==> config.mk <==
export PLATFORM = sky130hd
export DESIGN_NAME = mips_program_loader_flat
export DESIGN_NICKNAME = d
export VERILOG_FILES = /design/src/rtl/mips_dbg_pkg.sv /design/src/rtl/mips_program_loader_if.sv /design/src/rtl/mips_program_loader_step_edge_detect.sv /design/src/rtl/mips_program_loader.sv /design/src/flat_wrapper.sv
export SDC_FILE = /design/constraint.sdc
export NUM_CORES = 1
export LEC_CHECK = 0
export CORE_MARGIN = 3
export CORE_UTILIZATION = 37
export CTS_CLUSTER_DIAMETER = 60
export DETAILED_ROUTE_END_ITERATION = 8
export PLACE_DENSITY = 0.82
export SLEW_MARGIN = 20
export SYNTH_ARGS = -nofsm -noshare
export SYNTH_HDL_FRONTEND = slang
export SYNTH_SLANG_ARGS = --single-unit
==> constraint.sdc <==
create_clock -name CLK -period 1.4 [get_ports CLK]
set_input_delay 0.42 -clock CLK [delete_from_list [all_inputs] [get_ports CLK]]
set_output_delay 0.42 -clock CLK [all_outputs]
set_load 0.01 [all_outputs]
==> src/rtl/mips_dbg_pkg.sv <==
// Shared definitions for the instruction-download debug path: loader states,
// end-of-program marker and program-memory depth derivation.
package mips_dbg_pkg;

    localparam logic [31:0] HALT_WORD = 32'hFFFF_FFFF;

    typedef enum logic [2:0] {
        ST_IDLE      = 3'd0,
        ST_LOAD      = 3'd1,
        ST_RUN       = 3'd2,
        ST_STEP_WAIT = 3'd3,
        ST_HALTED    = 3'd4
    } loader_state_t;

    function automatic int depth_of(input int addr_w);
        return 1 << addr_w;
    endfunction

endpackage

==> src/rtl/mips_program_loader_if.sv <==
// Program-memory write port: the loader drives it, the memory consumes it.
interface mips_program_loader_if #(
    parameter int ADDR_W = 5
);
    logic              PM_WE;
    logic [ADDR_W-1:0] PM_ADDR;
    logic [31:0]       PM_WDATA;

    modport master (output PM_WE, PM_ADDR, PM_WDATA);
    modport slave  (input  PM_WE, PM_ADDR, PM_WDATA);
endinterface

==> src/rtl/mips_program_loader_step_edge_detect.sv <==
// Rising-edge detector for the single-step request; the history register
// makes a STEP held high produce exactly one pulse.
module step_edge_detect (
    input  logic CLK,
    input  logic RESET,
    input  logic STEP,
    output logic step_rise
);
    logic step_q;

    always_ff @(posedge CLK) begin
        if (RESET) begin
            step_q <= 1'b0;
        end else begin
            step_q <= STEP;
        end
    end

    assign step_rise = STEP & ~step_q;
endmodule

==> src/rtl/mips_program_loader.sv <==
// Download receiver: writes incoming words to program memory from address 0,
// then releases the pipeline and gates its enable (free-run or single-step).
module mips_program_loader #(
    parameter int          ADDR_W    = 5,
    parameter logic [31:0] HALT_WORD = mips_dbg_pkg::HALT_WORD
) (
    input  logic                   CLK,
    input  logic                   RESET,
    input  logic [31:0]            INSTRUCTION_IN,
    input  logic                   FLAG_I,
    input  logic                   FLAG_STEP,
    input  logic                   STEP,
    input  logic                   CPU_HALTED,
    mips_program_loader_if.master  pm,
    output logic                   CPU_RESET,
    output logic                   CPU_ENABLE,
    output logic [ADDR_W:0]        WORD_COUNT,
    output logic                   OVERFLOW,
    output logic [2:0]             STATE
);
    import mips_dbg_pkg::*;

    localparam int             DEPTH      = depth_of(ADDR_W);
    localparam logic [ADDR_W:0] FULL_COUNT = DEPTH[ADDR_W:0];

    loader_state_t state;
    loader_state_t exit_state;
    logic          step_rise;
    logic          loading;
    logic          mem_full;
    logic          is_halt;
    logic          accept;
    logic          load_done;

    step_edge_detect u_step_edge (
        .CLK       (CLK),
        .RESET     (RESET),
        .STEP      (STEP),
        .step_rise (step_rise)
    );

    assign loading    = (state == ST_IDLE) || (state == ST_LOAD);
    assign mem_full   = (WORD_COUNT == FULL_COUNT);
    assign is_halt    = (INSTRUCTION_IN == HALT_WORD);
    assign accept     = loading && FLAG_I && !mem_full;
    // A gap in FLAG_I, the halt marker or a word that no longer fits ends the load.
    assign load_done  = loading && ((state == ST_LOAD && !FLAG_I) ||
                                    (FLAG_I && (mem_full || is_halt)));
    assign exit_state = FLAG_STEP ? ST_STEP_WAIT : ST_RUN;

    always_ff @(posedge CLK) begin
        if (RESET) begin
            state       <= ST_IDLE;
            pm.PM_WE    <= 1'b0;
            pm.PM_ADDR  <= '0;
            pm.PM_WDATA <= '0;
            CPU_RESET   <= 1'b1;
            CPU_ENABLE  <= 1'b0;
            WORD_COUNT  <= '0;
            OVERFLOW    <= 1'b0;
        end else begin
            // NOTE: write enable defaults low each cycle so it is a one-cycle strobe per accepted word.
            pm.PM_WE <= 1'b0;
            case (state)
                ST_IDLE, ST_LOAD: begin
                    CPU_RESET  <= 1'b1;
                    CPU_ENABLE <= 1'b0;
                    if (accept) begin
                        pm.PM_WE    <= 1'b1;
                        pm.PM_ADDR  <= WORD_COUNT[ADDR_W-1:0];
                        pm.PM_WDATA <= INSTRUCTION_IN;
                        WORD_COUNT  <= WORD_COUNT + 1'b1;
                        state       <= ST_LOAD;
                    end
                    if (loading && FLAG_I && mem_full) begin
                        OVERFLOW <= 1'b1;
                    end
                    if (load_done) begin
                        state      <= exit_state;
                        CPU_RESET  <= 1'b0;
                        CPU_ENABLE <= !FLAG_STEP;
                    end
                end
                ST_RUN: begin
                    CPU_RESET <= 1'b0;
                    if (CPU_HALTED) begin
                        state      <= ST_HALTED;
                        CPU_ENABLE <= 1'b0;
                    end else if (FLAG_STEP) begin
                        state      <= ST_STEP_WAIT;
                        CPU_ENABLE <= 1'b0;
                    end else begin
                        CPU_ENABLE <= 1'b1;
                    end
                end
                ST_STEP_WAIT: begin
                    CPU_RESET <= 1'b0;
                    // Halt takes priority over a step edge arriving in the same cycle.
                    if (CPU_HALTED) begin
                        state      <= ST_HALTED;
                        CPU_ENABLE <= 1'b0;
                    end else if (!FLAG_STEP) begin
                        state      <= ST_RUN;
                        CPU_ENABLE <= 1'b1;
                    end else begin
                        CPU_ENABLE <= step_rise;
                    end
                end
                ST_HALTED: begin
                    CPU_RESET  <= 1'b0;
                    CPU_ENABLE <= 1'b0;
                end
                default: begin
                    state      <= ST_IDLE;
                    CPU_RESET  <= 1'b1;
                    CPU_ENABLE <= 1'b0;
                end
            endcase
        end
    end

    assign STATE = state;
endmodule

==> src/flat_wrapper.sv <==
// flat-port wrapper written by rule: the top's interface ports become plain ports
module mips_program_loader_flat import mips_dbg_pkg::*;
#(
    parameter int          ADDR_W    = 5,
    parameter logic [31:0] HALT_WORD = mips_dbg_pkg::HALT_WORD
)
  (CLK, RESET, INSTRUCTION_IN, FLAG_I, FLAG_STEP, STEP, CPU_HALTED, CPU_RESET, CPU_ENABLE, WORD_COUNT, OVERFLOW, STATE, pm_PM_WE, pm_PM_ADDR, pm_PM_WDATA);
  mips_program_loader_if #(.ADDR_W(ADDR_W)) pm_i ();
  input  logic CLK;
  input  logic RESET;
  input  logic [31:0] INSTRUCTION_IN;
  input  logic FLAG_I;
  input  logic FLAG_STEP;
  input  logic STEP;
  input  logic CPU_HALTED;
  output logic CPU_RESET;
  output logic CPU_ENABLE;
  output logic [ADDR_W:0] WORD_COUNT;
  output logic OVERFLOW;
  output logic [2:0] STATE;
  output wire logic [$bits(pm_i.PM_WE)-1:0] pm_PM_WE;
  output wire logic [$bits(pm_i.PM_ADDR)-1:0] pm_PM_ADDR;
  output wire logic [$bits(pm_i.PM_WDATA)-1:0] pm_PM_WDATA;
  assign pm_PM_WE = pm_i.PM_WE;
  assign pm_PM_ADDR = pm_i.PM_ADDR;
  assign pm_PM_WDATA = pm_i.PM_WDATA;
  mips_program_loader #(.ADDR_W(ADDR_W), .HALT_WORD(HALT_WORD)) u_core (.CLK(CLK), .RESET(RESET), .INSTRUCTION_IN(INSTRUCTION_IN), .FLAG_I(FLAG_I), .FLAG_STEP(FLAG_STEP), .STEP(STEP), .CPU_HALTED(CPU_HALTED), .pm(pm_i), .CPU_RESET(CPU_RESET), .CPU_ENABLE(CPU_ENABLE), .WORD_COUNT(WORD_COUNT), .OVERFLOW(OVERFLOW), .STATE(STATE));
endmodule
==> reports/summary.md, run 1 <==
The number of buffers created by CTS is 5, and the clock network latency to the later pin of the worst-skew pair is 310 ps. CTS placed an instance of sky130_fd_sc_hd__clkbuf_8 at the clock tree root. The area growth from synthesis to layout came out at 67.89%. The checks that failed: negative setup slack.

Setup repair after global routing could not meet its margin everywhere. Wires add up to 6.056 mm. Entering global routing, the biggest net connects 28 pins. The global routing stage identified its most utilized layer as met2. For the count of antenna diodes in the layout, the log shows 0.

For the placement row count, the log shows 25. The max-slew violation count was 0; the max capacitance violation total was 0. For the number of sinks handled by clock tree synthesis, the log shows 51. Global routing used 5.102% of the available met3 tracks. Summed over all cells, the static leakage comes to 1.541 nW. For this run, global-route usage on met1 was measured as 22.94%.

Worst-case vdd ir drop: 0.0007204 V. Fill cells in the final layout number 457. After detailed routing, the average wire length per cell comes to 14.35 um. With fillers left out, the area of the finished cells amounts to 0.003317 mm^2. In this run, distinct cell masters in the synthesized netlist total 28.

Kind of start point of the critical path: a flip-flop. The post-placement cell area was 0.003039 mm^2; the via count of the first global-routing pass was 2009. For this run, the register share of the synthesized area comes to 51.68%. In this run the deepest clock path goes through 2 buffers. For this design the total switching power over the nets is 0.9108 mW.

For this run, design rule violations remaining after detail routing come to 0. The number of antenna violations at the first check in global routing was 0. The tightest min-delay check is of the in2reg type.

Measured on the finished design, the core utilization comes to 67.11%. STA classifies the critical path endpoint as a flip-flop. After the first detailed-routing iteration, the DRC count stood at 60. The quantity of hold-fixing buffers added after cts is 0. In the final layout, the share of cells above drive strength 1 is 27.32%. The floorplan die area was 0.006252 mm^2. The logs give 19.02% for the global-route usage over all layers and 0.004942 mm^2 for the core outline area. Final critical-path setup slack: -226.8 ps. The initial utilization of the core area, before any placement, comes to 39.97%.

The measured slew at the worst slew-check pin was 344.8 ps; the total congestion overflow after global routing was 0. TritonCTS built the clock tree. Kind of critical path: reg2reg. The met2 global-route usage came out at 32.07%. The logs give 27.2% for the relative contribution of the clock network to total power and 4 for the first-pass iteration count of the detailed router. The flow ran to the end, but the final reports show violations.

The via density per instance was 4.972. Quantity of I/O buffers inserted on ports: 87. For the total nets after synthesis, the log shows 283.

A synthesized cell averages 8.130 um^2. Summing all flip-flop and latch instances after layout gives 0.001033 mm^2. The H-tree was split into 2 levels.

The first global-routing pass estimated 9.418 mm of wire. Netlist area before placement: 0.001976 mm^2. Of the total power, the share spent switching nets is 28.19%.

Period utilization: 116.2%. The net count reported at finish came out at 394. Counting I/O delays and the setup requirement, the final critical path takes 1627 ps. The setup check on the worst reg-to-reg path leaves a slack of -230 ps. The run gives 0.6147 GHz as the highest attainable clock frequency.

The logs give 0 for the total count of hold-check failures in the final report and 1870 ps for the signal arrival time at the worst endpoint. The die is 79.07 um wide. The number of warnings issued by yosys is 0, and the weighted congestion at the end of routability-driven global placement is 0.8767. The area of the multi-input gates came out at 0.001015 mm^2. The number of top-level pins is 88.

The vertical extent of the die is 79.07 um. Clock-pin slew was measured on the worst setup and hold paths at 90 ps. In this run the remaining antenna-violating nets after routing total 0. The run gives 49 as the count of endpoints failing setup in the final report. In this run, the combinational gates consume 23.4% of the power. Per report_power, the sequential group accounts for 49.5% of the total. Counting every instance in the synthesized netlist gives 243. Clock skew on the completed layout was measured at 3.255 ps.

The worst-path maximum fanout is 8, and the relative slew slack is 77.01%. The required time reported for the critical path endpoint came out at 1640 ps. The internal portion of the total power is 2.320 mW.

The final route contains 2098 vias. The HPWL after detailed placement was 3.989 mm. The power density over the cells was 973.9 mW/mm^2. The flop and latch count out of synthesis works out to 51.
[placed cells by master, fill, tap and decap left out, types with 3 or more instances in the layout]
cell type,netlist,layout
sky130_fd_sc_hd__a21oi_1,44,28
sky130_fd_sc_hd__a21oi_2,0,15
sky130_fd_sc_hd__buf_2,5,6
sky130_fd_sc_hd__buf_4,1,20
sky130_fd_sc_hd__buf_6,3,6
sky130_fd_sc_hd__clkbuf_8,0,6
sky130_fd_sc_hd__clkdlybuf4s15_1,0,3
sky130_fd_sc_hd__clkdlybuf4s50_1,0,4
sky130_fd_sc_hd__dfxtp_1,51,43
sky130_fd_sc_hd__dfxtp_2,0,7
sky130_fd_sc_hd__dlygate4sd2_1,0,72
sky130_fd_sc_hd__inv_1,4,4
sky130_fd_sc_hd__nand2_1,81,66
sky130_fd_sc_hd__nand2_2,0,14
sky130_fd_sc_hd__nand4_1,10,10
sky130_fd_sc_hd__nor2_1,11,9
sky130_fd_sc_hd__o21ai_0,3,3
sky130_fd_sc_hd__xor2_1,3,3
[cells in the mapped netlist]
master / instances / share of area (%)
sky130_fd_sc_hd__a21oi_1: 44 / 11
sky130_fd_sc_hd__a31o_2: 1 / 0.44
sky130_fd_sc_hd__a31oi_1: 1 / 0.32
sky130_fd_sc_hd__and3_1: 1 / 0.32
sky130_fd_sc_hd__and4b_1: 1 / 0.51
sky130_fd_sc_hd__buf_2: 5 / 1.3
sky130_fd_sc_hd__buf_4: 1 / 0.38
sky130_fd_sc_hd__buf_6: 3 / 1.7
sky130_fd_sc_hd__clkbuf_1: 6 / 1.1
sky130_fd_sc_hd__dfxtp_1: 51 / 52
sky130_fd_sc_hd__ha_1: 2 / 1.3
sky130_fd_sc_hd__inv_1: 4 / 0.76
sky130_fd_sc_hd__nand2_1: 81 / 15
sky130_fd_sc_hd__nand2_4: 1 / 0.57
sky130_fd_sc_hd__nand4_1: 10 / 3.2
sky130_fd_sc_hd__nor2_1: 11 / 2.1
sky130_fd_sc_hd__nor2b_1: 2 / 0.63
sky130_fd_sc_hd__nor3_1: 1 / 0.25
sky130_fd_sc_hd__nor4_1: 2 / 0.63
sky130_fd_sc_hd__o211a_1: 2 / 1.0
sky130_fd_sc_hd__o211ai_2: 1 / 0.63
sky130_fd_sc_hd__o21ai_0: 3 / 0.76
sky130_fd_sc_hd__o21bai_1: 1 / 0.38
sky130_fd_sc_hd__o311ai_0: 1 / 0.44
sky130_fd_sc_hd__or2_2: 1 / 0.32
sky130_fd_sc_hd__or3_4: 1 / 0.57
sky130_fd_sc_hd__xnor2_1: 2 / 0.89
sky130_fd_sc_hd__xor2_1: 3 / 1.3
[final cells by class]
cell class,instances,area share (%)
timing repair buffer,119,32.52
sequential,51,31.16
multi-input combinational,173,30.59
clock buffer,7,2.603
tap,67,2.527
inverter,4,0.4527
clock inverter,1,0.1509
[registers in the layout, indices dropped and copies added, names as in the netlist]
signal,flops
u_core.pm.PM_WDATA,32
u_core.WORD_COUNT,6
u_core.pm.PM_ADDR,5
u_core.STATE,3
u_core.CPU_ENABLE,1
u_core.CPU_RESET,1
u_core.OVERFLOW,1
u_core.pm.PM_WE,1
u_core.u_step_edge.step_q,1
[worst max-delay path, stage by stage (launching register included)]
cell                        delay, ps
sky130_fd_sc_hd__dfxtp_2          330
sky130_fd_sc_hd__or3_4            390
sky130_fd_sc_hd__buf_6            130
sky130_fd_sc_hd__o211ai_4         220
sky130_fd_sc_hd__buf_12           170
sky130_fd_sc_hd__clkbuf_16        150
sky130_fd_sc_hd__nand2_1           60
sky130_fd_sc_hd__a21oi_1          110
[path summary, 6_finish.rpt]
path,cells past startpoint,from,to
setup / recovery,7,u_core.WORD_COUNT[3]$_SDFFE_PP0P_,u_core.pm.PM_WDATA[30]$_SDFFE_PP0P_
hold / removal,2,RESET,u_core.pm.PM_WDATA[13]$_SDFFE_PP0P_
setup reg to reg,7,u_core.WORD_COUNT[3]$_SDFFE_PP0P_,u_core.pm.PM_WDATA[30]$_SDFFE_PP0P_
hold reg to reg,2,u_core.pm.PM_WDATA[28]$_SDFFE_PP0P_,u_core.pm.PM_WDATA[28]$_SDFFE_PP0P_
[stage by stage]
stage               setup TNS, ps  hold WS [ps]  worst slack [ps]  total power [mW]  cells
global placement           -15780         440.7            -749.9             2.318    406
detailed placement         -16960         446.1            -751.7             2.337    406
CTS                         -6311         365.7            -171.4             3.153    418
floorplan                   -2607         480.5            -143.2             1.931    243
finish                      -8122         379.8            -226.8             3.230    422
global route               -11320         390.8            -279.2             3.378    422
[power groups by stage]
stage	clock, mW	sequential (mW)	combinational [mW]
finish	0.877	1.60	0.755
global route	0.941	1.61	0.827
CTS	0.892	1.59	0.666
detailed placement	0	1.63	0.707
global placement	0	1.63	0.693
floorplan	0	1.68	0.254
[per-layer routing]
metal	wire, um	vias to the layer above
li1	-	1032
met1	2467	982
met2	3075	72
met3	396	12
met4	118	0
met5	0	-
[what timing repair did]
item / 4_1_cts / 5_1_grt
gates cloned: 2 / 3
buffers inserted: 3 / 1
setup endpoints to repair: 98 / 53
pin swaps: 26 / 27
resized for setup: 131 / 32
[logic make-up (layout without fill, tap and decap cells)]
group,count (synthesis),after routing,synth area share (%)
adder cells (fa/ha/maj),2,2,1.266
XOR/XNOR,5,5,2.217
buffers and inverters,19,131,5.256
AND/OR/NAND/NOR,112,112,24.45
flip-flops,51,51,51.68
AO/OA/AOI/OAI,54,54,15.14
Note: power is estimated with default switching activity, not from simulation.
==> inputs of run 2 (changes only) <==
--- a/config.mk
+++ b/config.mk
@@ -5,12 +5,12 @@
 export SDC_FILE = /design/constraint.sdc
 export NUM_CORES = 1
 export LEC_CHECK = 0
-export CORE_MARGIN = 3
+export CORE_MARGIN = 4
 export CORE_UTILIZATION = 37
 export CTS_CLUSTER_DIAMETER = 60
 export DETAILED_ROUTE_END_ITERATION = 8
 export PLACE_DENSITY = 0.82
-export SLEW_MARGIN = 20
+export SLEW_MARGIN = 10
 export SYNTH_ARGS = -nofsm -noshare
 export SYNTH_HDL_FRONTEND = slang
 export SYNTH_SLANG_ARGS = --single-unit
==> reports/summary.md, run 2 (same netlist as run 1, synthesis figures left out) <==
Entering global routing, the biggest net connects 36 pins. TritonCTS built the clock tree. In the global route stage, met3 resource usage came out at 5.211%. The register with the most flip-flops in the layout has 32 of them. In this run, flip-flops and latches consume 45.0% of the power.

In the global route stage, overall resource usage came out at 20.09%. Summed over all cells, the static leakage comes to 1.661 nW. The placement row count came out at 26. The quantity of hold-fixing buffers added after cts was 0. The final critical-path setup slack was -184.2 ps.

The run finished, with violations left. Worst-path maximum fanout: 7. The largest registers in the layout are u_core.pm.PM_WDATA (32), u_core.WORD_COUNT (6), u_core.pm.PM_ADDR (5). u_core.pm.PM_WDATA holds more flip-flops than any other register.

The tools report the cell-internal power as 2.597 mW. For this run, global-route usage on met2 was measured as 34.89%. The run gives 0 as the total count of hold-check failures in the final report.

The worst hold path begins at u_core.pm.PM_WDATA[13]$_SDFFE_PP0P_. The via density per instance works out to 4.878. The worst-case vdd ir drop was 0.0005654 V. The tools report the max capacitance violation total as 0. The path with the worst hold slack has its endpoint at u_core.pm.PM_WDATA[13]$_SDFFE_PP0P_. The logs give 3.300 ps for the worst clock skew and 2 for the clock tree buffer depth. In this run the clock root is driven by a sky130_fd_sc_hd__clkbuf_8. In this run, the number of DRC markers left after iteration 0 of detailed routing was 73. The run gives 0.005140 mm^2 as the core outline area.

The worst path in the final design needs a cycle of 1584 ps, including I/O delays and setup. The max-slew violation count came out at 0. In this run the remaining antenna-violating nets after routing total 0. Dividing the detail-routed wire length by the instance count gives 14.98 um. The run gives 38.44% as the initial core utilization.

Before antenna repair, the detailed router went through 6 iterations. STA puts the critical path data required time at 1570 ps. The share of final-layout standard cells stronger than drive strength 1 is 32.05%.

Combinational share of power: 25.5%. The clock-pin slew on the worst setup and hold paths is 90 ps. For the detailed-route DRC error count, the log shows 0. The signal arrival time at the worst endpoint came out at 1750 ps. Capture instance of the worst register-to-register path: u_core.WORD_COUNT[1]$_SDFFE_PP0P_. The tools report the floorplan die area as 0.006572 mm^2. The period utilization was 113.2%. Quantity of I/O buffers inserted on ports: 87.

The path class of the tightest hold or removal check is reg2reg. The number of antenna diodes in the final layout is 0. The tools report the count of endpoints failing setup in the final report as 48. On the final layout, the worst hold slack is 455.7 ps. The logs give 0.9595 mW for the power spent charging and discharging nets and 5 for the number of buffers created by CTS.

In this run the tightest slew margin relative to its limit is 69.56%. The worst register-to-register path begins at u_core.WORD_COUNT[4]$_SDFFE_PP0P_. Setup repair after global routing could not meet its margin everywhere. The cell depth of the worst min-delay path was 2; the power consumption was 3.556 mW. The busiest layer in global routing is met2.

The total congestion overflow after global routing came out at 0. Number of antenna violations at the first check in global routing: 0. The power density over the cells is 999.4 mW/mm^2, and the summed area of non-filler cells in the final layout is 0.003558 mm^2. The global-route wire length before repair came out at 10.26 mm.

The clock net in this run drives a total of 51 sinks. The final wirelength is 6.517 mm. At the end of routability-driven placement, the weighted congestion stood at 0.7701. The clock network burns 29.5% of the power. The tools report the total via count in the routed design as 2122. Across all register-to-register paths, the minimum setup slack is -180 ps. 88 I/O pins were placed.

Most frequent standard cell in the layout excluding fill and tap cells: sky130_fd_sc_hd__dlygate4sd2_1. The tools report the via count of the first global-routing pass as 2168. The final reports fail on negative setup slack. The worst register-to-register path has a depth of 6.

The worst setup path is captured at a flip-flop. The worst setup path is launched from a flip-flop. The die extent in x was 81.07 um. The net switching share of the total power came out at 26.98%. For the pin with the worst max-slew slack, the measured transition is 450.8 ps.

The run gives 0.003107 mm^2 as the post-placement cell area. Global routing consumed, on the met1 layer, 23.93% of the routing resources. The area growth from synthesis to layout works out to 80.11%.

The vertical extent of the die was 81.07 um; the HPWL after detailed placement was 4.207 mm. The kind of critical path is reg2reg. The library cells used most frequently in the layout, excluding fill and tap cells, are sky130_fd_sc_hd__dlygate4sd2_1, sky130_fd_sc_hd__nand2_1, sky130_fd_sc_hd__dfxtp_1. The clock network latency to the later pin of the worst-skew pair is 290 ps, and the number of placed instances, taps included is 413. For this run, the post-layout net count is 404. After the flow finishes, the layout carries non-filler instances totaling 435.

Based on the critical path, the design can be clocked at up to 0.6313 GHz. Deepest level of the CTS H-tree: 2.
run 2: worst max path at each step:
stage                                                  from                             endpoint  slack [ps]  cells past startpoint
after global routing      u_core.WORD_COUNT[4]$_SDFFE_PP0P_    u_core.WORD_COUNT[2]$_SDFFE_PP0P_        -220                      6
after global placement                   INSTRUCTION_IN[14]         u_core.CPU_ENABLE$_SDFF_PP0_        -790                      6
after detailed placement                 INSTRUCTION_IN[14]         u_core.CPU_ENABLE$_SDFF_PP0_        -860                      6
after CTS                 u_core.WORD_COUNT[2]$_SDFFE_PP0P_  u_core.pm.PM_WDATA[24]$_SDFFE_PP0P_        -200                      5
final                     u_core.WORD_COUNT[4]$_SDFFE_PP0P_    u_core.WORD_COUNT[1]$_SDFFE_PP0P_        -180                      6
after floorplan           u_core.WORD_COUNT[4]$_SDFFE_PP0P_    u_core.WORD_COUNT[3]$_SDFFE_PP0P_        -140                      7
run 2: per-layer routing:
| metal | wire length, um | up-vias | part of all wire (%) |
|---|---|---|---|
| met5 | 0 | - | 0 |
| met4 | 72 | 0 | 1.1 |
| met3 | 413 | 9 | 6.3 |
| met2 | 3384 | 60 | 52 |
| met1 | 2646 | 992 | 41 |
| li1 | - | 1061 | - |
run 2: stage by stage:
step | setup TNS [ps] | setup slack (ps) | util, %
floorplan | -2607 | -143.2 | -
global placement | -15460 | -792.9 | 60.44
detailed placement | -16090 | -860.7 | 60.44
CTS | -7049 | -195.0 | 67.04
global route | -8969 | -221.8 | 69.23
finish | -6492 | -184.2 | 69.23
run 2: power groups by stage:
| stage | clock (mW) | combinational, mW | sequential, mW |
|---|---|---|---|
| after global placement | 0 | 0.737 | 1.63 |
| after detailed placement | 0 | 0.753 | 1.63 |
| after global routing | 1.13 | 0.983 | 1.61 |
| final | 1.05 | 0.908 | 1.60 |
| after CTS | 1.07 | 0.867 | 1.60 |
| after floorplan | 0 | 0.254 | 1.68 |
run 2: repair_timing:
action / 4_1_cts / 5_1_grt
gates resized for setup: 137 / 50
gates cloned: 4 / 0
pin swaps: 29 / 21
setup endpoints to repair: 97 / 57
hold endpoints to repair: 0 / 0
setup buffers: 7 / 7
run 2: area by class of cell:
class | instances | area [um^2]
Clock inverter | 2 | 35.03
Multi-Input combinational cell | 173 | 1075
Timing Repair Buffer | 129 | 1226
Clock buffer | 6 | 82.58
Fill cell | 453 | 1582
Sequential cell | 51 | 1035
Inverter | 4 | 17.52
Tap cell | 70 | 87.58
run 2: worst max-delay path: stages (launching register included):
cell                      delay, ps
sky130_fd_sc_hd__dfxtp_2        330
sky130_fd_sc_hd__or3_4          420
sky130_fd_sc_hd__o211a_4        320
sky130_fd_sc_hd__buf_6          160
sky130_fd_sc_hd__buf_12         140
sky130_fd_sc_hd__nand2_4         50
sky130_fd_sc_hd__a21oi_1         50
==> inputs of run 3 (changes only) <==
--- a/config.mk
+++ b/config.mk
@@ -13,4 +13,5 @@
 export SLEW_MARGIN = 10
 export SYNTH_ARGS = -nofsm -noshare
 export SYNTH_HDL_FRONTEND = slang
+export SYNTH_HIERARCHICAL = 1
 export SYNTH_SLANG_ARGS = --single-unit
==> reports/summary.md, run 3 <==
The flow ran to the end, but the final reports show violations. The final reports fail on negative setup slack. CTS placed an instance of sky130_fd_sc_hd__clkbuf_8 at the clock tree root. The measured slew at the worst slew-check pin was 369.3 ps. After clock tree synthesis, the flow added hold-fix buffers numbering 0. The flip-flop count of the largest register after layout is 32, and the worst-case register-to-register setup slack is -120 ps.

For the count of endpoints failing setup in the final report, the log shows 42. The area growth from synthesis to layout is 72.31%, and the deepest level of the CTS H-tree is 2. For the pin count of the biggest net entering global routing, the log shows 31. The run gives 1962 as the via count of the first global-routing pass. The library cell with the highest instance count after synthesis is sky130_fd_sc_hd__nand2_1. Tracing the worst setup path back leads to its startpoint at u_core/WORD_COUNT[0]$_SDFFE_PP0P_.

Count of non-filler cells in the finished layout: 426. For the final routed database, the setup TNS stands at -3174 ps. The required time reported for the critical path endpoint was 1640 ps; the combinational share of power was 25.3%.

The netlist area before placement is 0.002011 mm^2. The clock tree buffer depth was 2. Number of buffers created by CTS: 5. For the number of antenna violations at the first check in global routing, the log shows 0. The worst min-delay path class was in2reg. The congestion estimate from routability-driven global placement came to 0.7910. The tools report the count of nets left with antenna violations after detail routing as 0.

The final critical-path setup slack is -121.9 ps, and the count of flip-flops with a built-in enable after synthesis is 0. After floorplanning, the core was sized to cover 0.005172 mm^2. STA classifies the critical path endpoint as a flip-flop. For the worst-skew pair, the clock arrives at the later sink with an insertion delay of 310 ps.

In this run, the number of DRC markers left after iteration 0 of detailed routing was 66. Leaving out fill and tap cells, the most frequent cell in the layout is sky130_fd_sc_hd__nand2_1. The average instance in the mapped netlist occupies 8.413 um^2.

After global routing the overflow that remains totals 0. The logs give 9.232 mm for the global-route wire length before repair and 1.534 nW for the leakage component of the power. Die extent in x: 81.72 um.

After synthesis the netlist holds a flip-flop and latch count of 51. After detailed routing, the total wire length is 6.329 mm. The number of different library cells used by synthesis comes to 31.

The slowest stage of the critical path is the sky130_fd_sc_hd__dfxtp_4 cell. Share of flip-flops with an asynchronous set or reset: 0%. The longest individual stage delay on the worst path was 360 ps. The vertical extent of the die was 81.72 um. In this run the worst path has a maximum fanout of 10. Walking the worst path, the cells encountered are inv_4 > ha_4 > nand4bb_4 > o21ai_4 > buf_12 > buf_12 > nand2_1 > a21oi_2. The initial core utilization is 38.87%. Data on the critical path arrives at its endpoint at 1760 ps.

For the first-pass iteration count of the detailed router, the log shows 4. The die covers 0.006677 mm^2. The tools report the max-slew violation count as 0. The capture instance of the worst register-to-register path was u_core/pm.PM_WDATA[5]$_SDFFE_PP0P_.

The total count of hold-check failures in the final report is 0. Of the total power, the clock network draws 27.4%. Register containing the most flip-flops in the final layout: u_core/pm.PM_WDATA. The worst path in the final design needs a cycle of 1522 ps, including I/O delays and setup.

Timing would allow up to 0.6571 GHz. Power spent charging and discharging nets: 0.9342 mW. The number of sinks handled by clock tree synthesis is 51. Sequential cells account for 47.2% of the total power. The tools report the kind of start point of the critical path as a flip-flop. The share of final-layout standard cells stronger than drive strength 1 was 36.24%. Of all cell types, the one taking the most synthesized area is sky130_fd_sc_hd__dfxtp_1. The quantity of I/O buffers inserted on ports is 87. The number of placed instances, taps included is 409. In the final layout, the registers with the most flip-flops are u_core/pm.PM_WDATA (32), u_core/WORD_COUNT (6), u_core/pm.PM_ADDR (5). Setup repair after global routing could not meet its margin everywhere. The tools report the worst-case vdd ir drop as 0.0005959 V. After clock tree synthesis, the clock-pin slew on the worst setup and hold paths is 90 ps. The library cells used most frequently in the layout, excluding fill and tap cells, are sky130_fd_sc_hd__nand2_1, sky130_fd_sc_hd__dfxtp_1, sky130_fd_sc_hd__dlygate4sd2_1. The number of nets handed over by synthesis was 279. In this run the biggest area consumer among cell types represents 50.78% of the synthesized area.

Net switching is 27.60% of the power. The tools report the placement row count as 26. The top flip-flop cell by instance count after synthesis is sky130_fd_sc_hd__dfxtp_1. The worst register-to-register path begins at u_core/WORD_COUNT[0]$_SDFFE_PP0P_. The final layout contains 395 nets. The global-route usage over all layers is 17.97%, and the number of instances in the synthesized netlist is 239. The length in cells of the worst reg-to-reg path was 8; the count of antenna diodes in the layout was 0. The logs give 6.243 ps for the worst clock skew and 75.38% for the relative slew slack. During I/O placement, the number of pins put on the boundary was 88. Across the run, the number of max-cap violations was 0. The total via count in the routed design was 2085.

After detailed routing, the number of vias per cell comes to 4.894. The worst setup path is of the reg2reg kind. The internal portion of the total power is 2.451 mW. Dividing total power by cell area gives a power density of 977.1 mW/mm^2. The commonest cells after synthesis are sky130_fd_sc_hd__nand2_1, sky130_fd_sc_hd__dfxtp_1, sky130_fd_sc_hd__a21oi_1, sky130_fd_sc_hd__nand4_1, sky130_fd_sc_hd__nor2_1.

The final critical path takes up 108.7% of the cycle. The cell that appears most often on the critical path is sky130_fd_sc_hd__buf_12. For this run, design rule violations remaining after detail routing come to 0.

The run gives 50.78% as the fraction of the yosys area taken by sequential cells. Sorting the synthesized cells by area gives the leading types as sky130_fd_sc_hd__dfxtp_1, sky130_fd_sc_hd__nand2_1, sky130_fd_sc_hd__a21oi_1. The routed wire length per instance is 14.86 um, and the number of warnings issued by yosys is 6.

TritonCTS built the clock tree. The power consumption is 3.385 mW. The tools report the HPWL after detailed placement as 4.096 mm. In this run the worst setup path terminates at u_core/pm.PM_WDATA[5]$_SDFFE_PP0P_.
run 3: cell type report:
type	instances	area, um^2
fill	422	1708
timing repair buffer	124	1174
multi-input combinational	169	1049
sequential	51	1033
clock buffer	7	96.34
tap	70	87.58
inverter	4	17.52
clock inverter	1	7.507
run 3: per-stage QoR:
step / setup slack [ps] / area (um^2) / hold slack [ps] / utilization, %
floorplan: -194.9 / 2053 / 476.1 / -
global placement: -800.0 / 3151 / 436.8 / 60.91
detailed placement: -798.0 / 3151 / 445.0 / 60.91
CTS: -93.30 / 3321 / 331.7 / 64.20
global route: -171.4 / 3465 / 326.0 / 66.98
finish: -121.9 / 3465 / 339.0 / 66.98
run 3: worst max-delay path: cells and delay by family (launching register included):
family                     cells  cell delay (ps)
AOI/OAI and AO/OA              2              370
adders and majority gates      1              140
buffers and inverters          3              330
DFF                            1              360
and+or+nand+nor                2              250
run 3: power by group through the flow:
stage	sequential (mW)	clock, mW	combinational, mW
6_report	1.60	0.929	0.857
5_1_grt	1.61	1.03	0.923
4_1_cts	1.59	0.953	0.783
3_5_place_dp	1.63	0	0.744
3_3_place_gp	1.62	0	0.736
2_1_floorplan	1.68	0	0.276
run 3: how the worst min path moves through the flow:
stage	start	to	cells past startpoint	slack (ps)
floorplan	u_core/pm.PM_WDATA[0]$_SDFFE_PP0P_	u_core/pm.PM_WDATA[0]$_SDFFE_PP0P_	2	480
global placement	u_core/pm.PM_WDATA[3]$_SDFFE_PP0P_	u_core/pm.PM_WDATA[3]$_SDFFE_PP0P_	2	440
detailed placement	u_core/pm.PM_WDATA[3]$_SDFFE_PP0P_	u_core/pm.PM_WDATA[3]$_SDFFE_PP0P_	2	440
CTS	INSTRUCTION_IN[13]	u_core/pm.PM_WDATA[13]$_SDFFE_PP0P_	3	330
global route	INSTRUCTION_IN[11]	u_core/pm.PM_WDATA[11]$_SDFFE_PP0P_	3	330
finish	INSTRUCTION_IN[12]	u_core/pm.PM_WDATA[12]$_SDFFE_PP0P_	3	340
run 3: metal layers:
layer | track usage [%] | share of wire (%) | up-vias
met5 | 0 | 0 | -
met4 | 4.817 | 1.2 | 0
met3 | 7.127 | 8.1 | 7
met2 | 30.78 | 50 | 66
met1 | 20.84 | 40 | 972
li1 | - | - | 1040
run 3: logic make-up (layout without fill, tap and decap cells):
kind of cell / Yosys count / after routing / share of synthesized area, %
AO/OA/AOI/OAI: 52 / 52 / 14.87
adder cells (fa/ha/maj): 2 / 2 / 1.244
flip-flops: 51 / 51 / 50.78
XOR/XNOR: 5 / 5 / 2.178
buffers and inverters: 19 / 136 / 5.724
AND/OR/NAND/NOR: 110 / 110 / 25.20
run 3: what timing repair did:
item,CTS,global route
pin swaps,16,30
endpoints found under the setup margin,97,55
cloned,4,2
resized for setup,203,54
buffers inserted,4,2
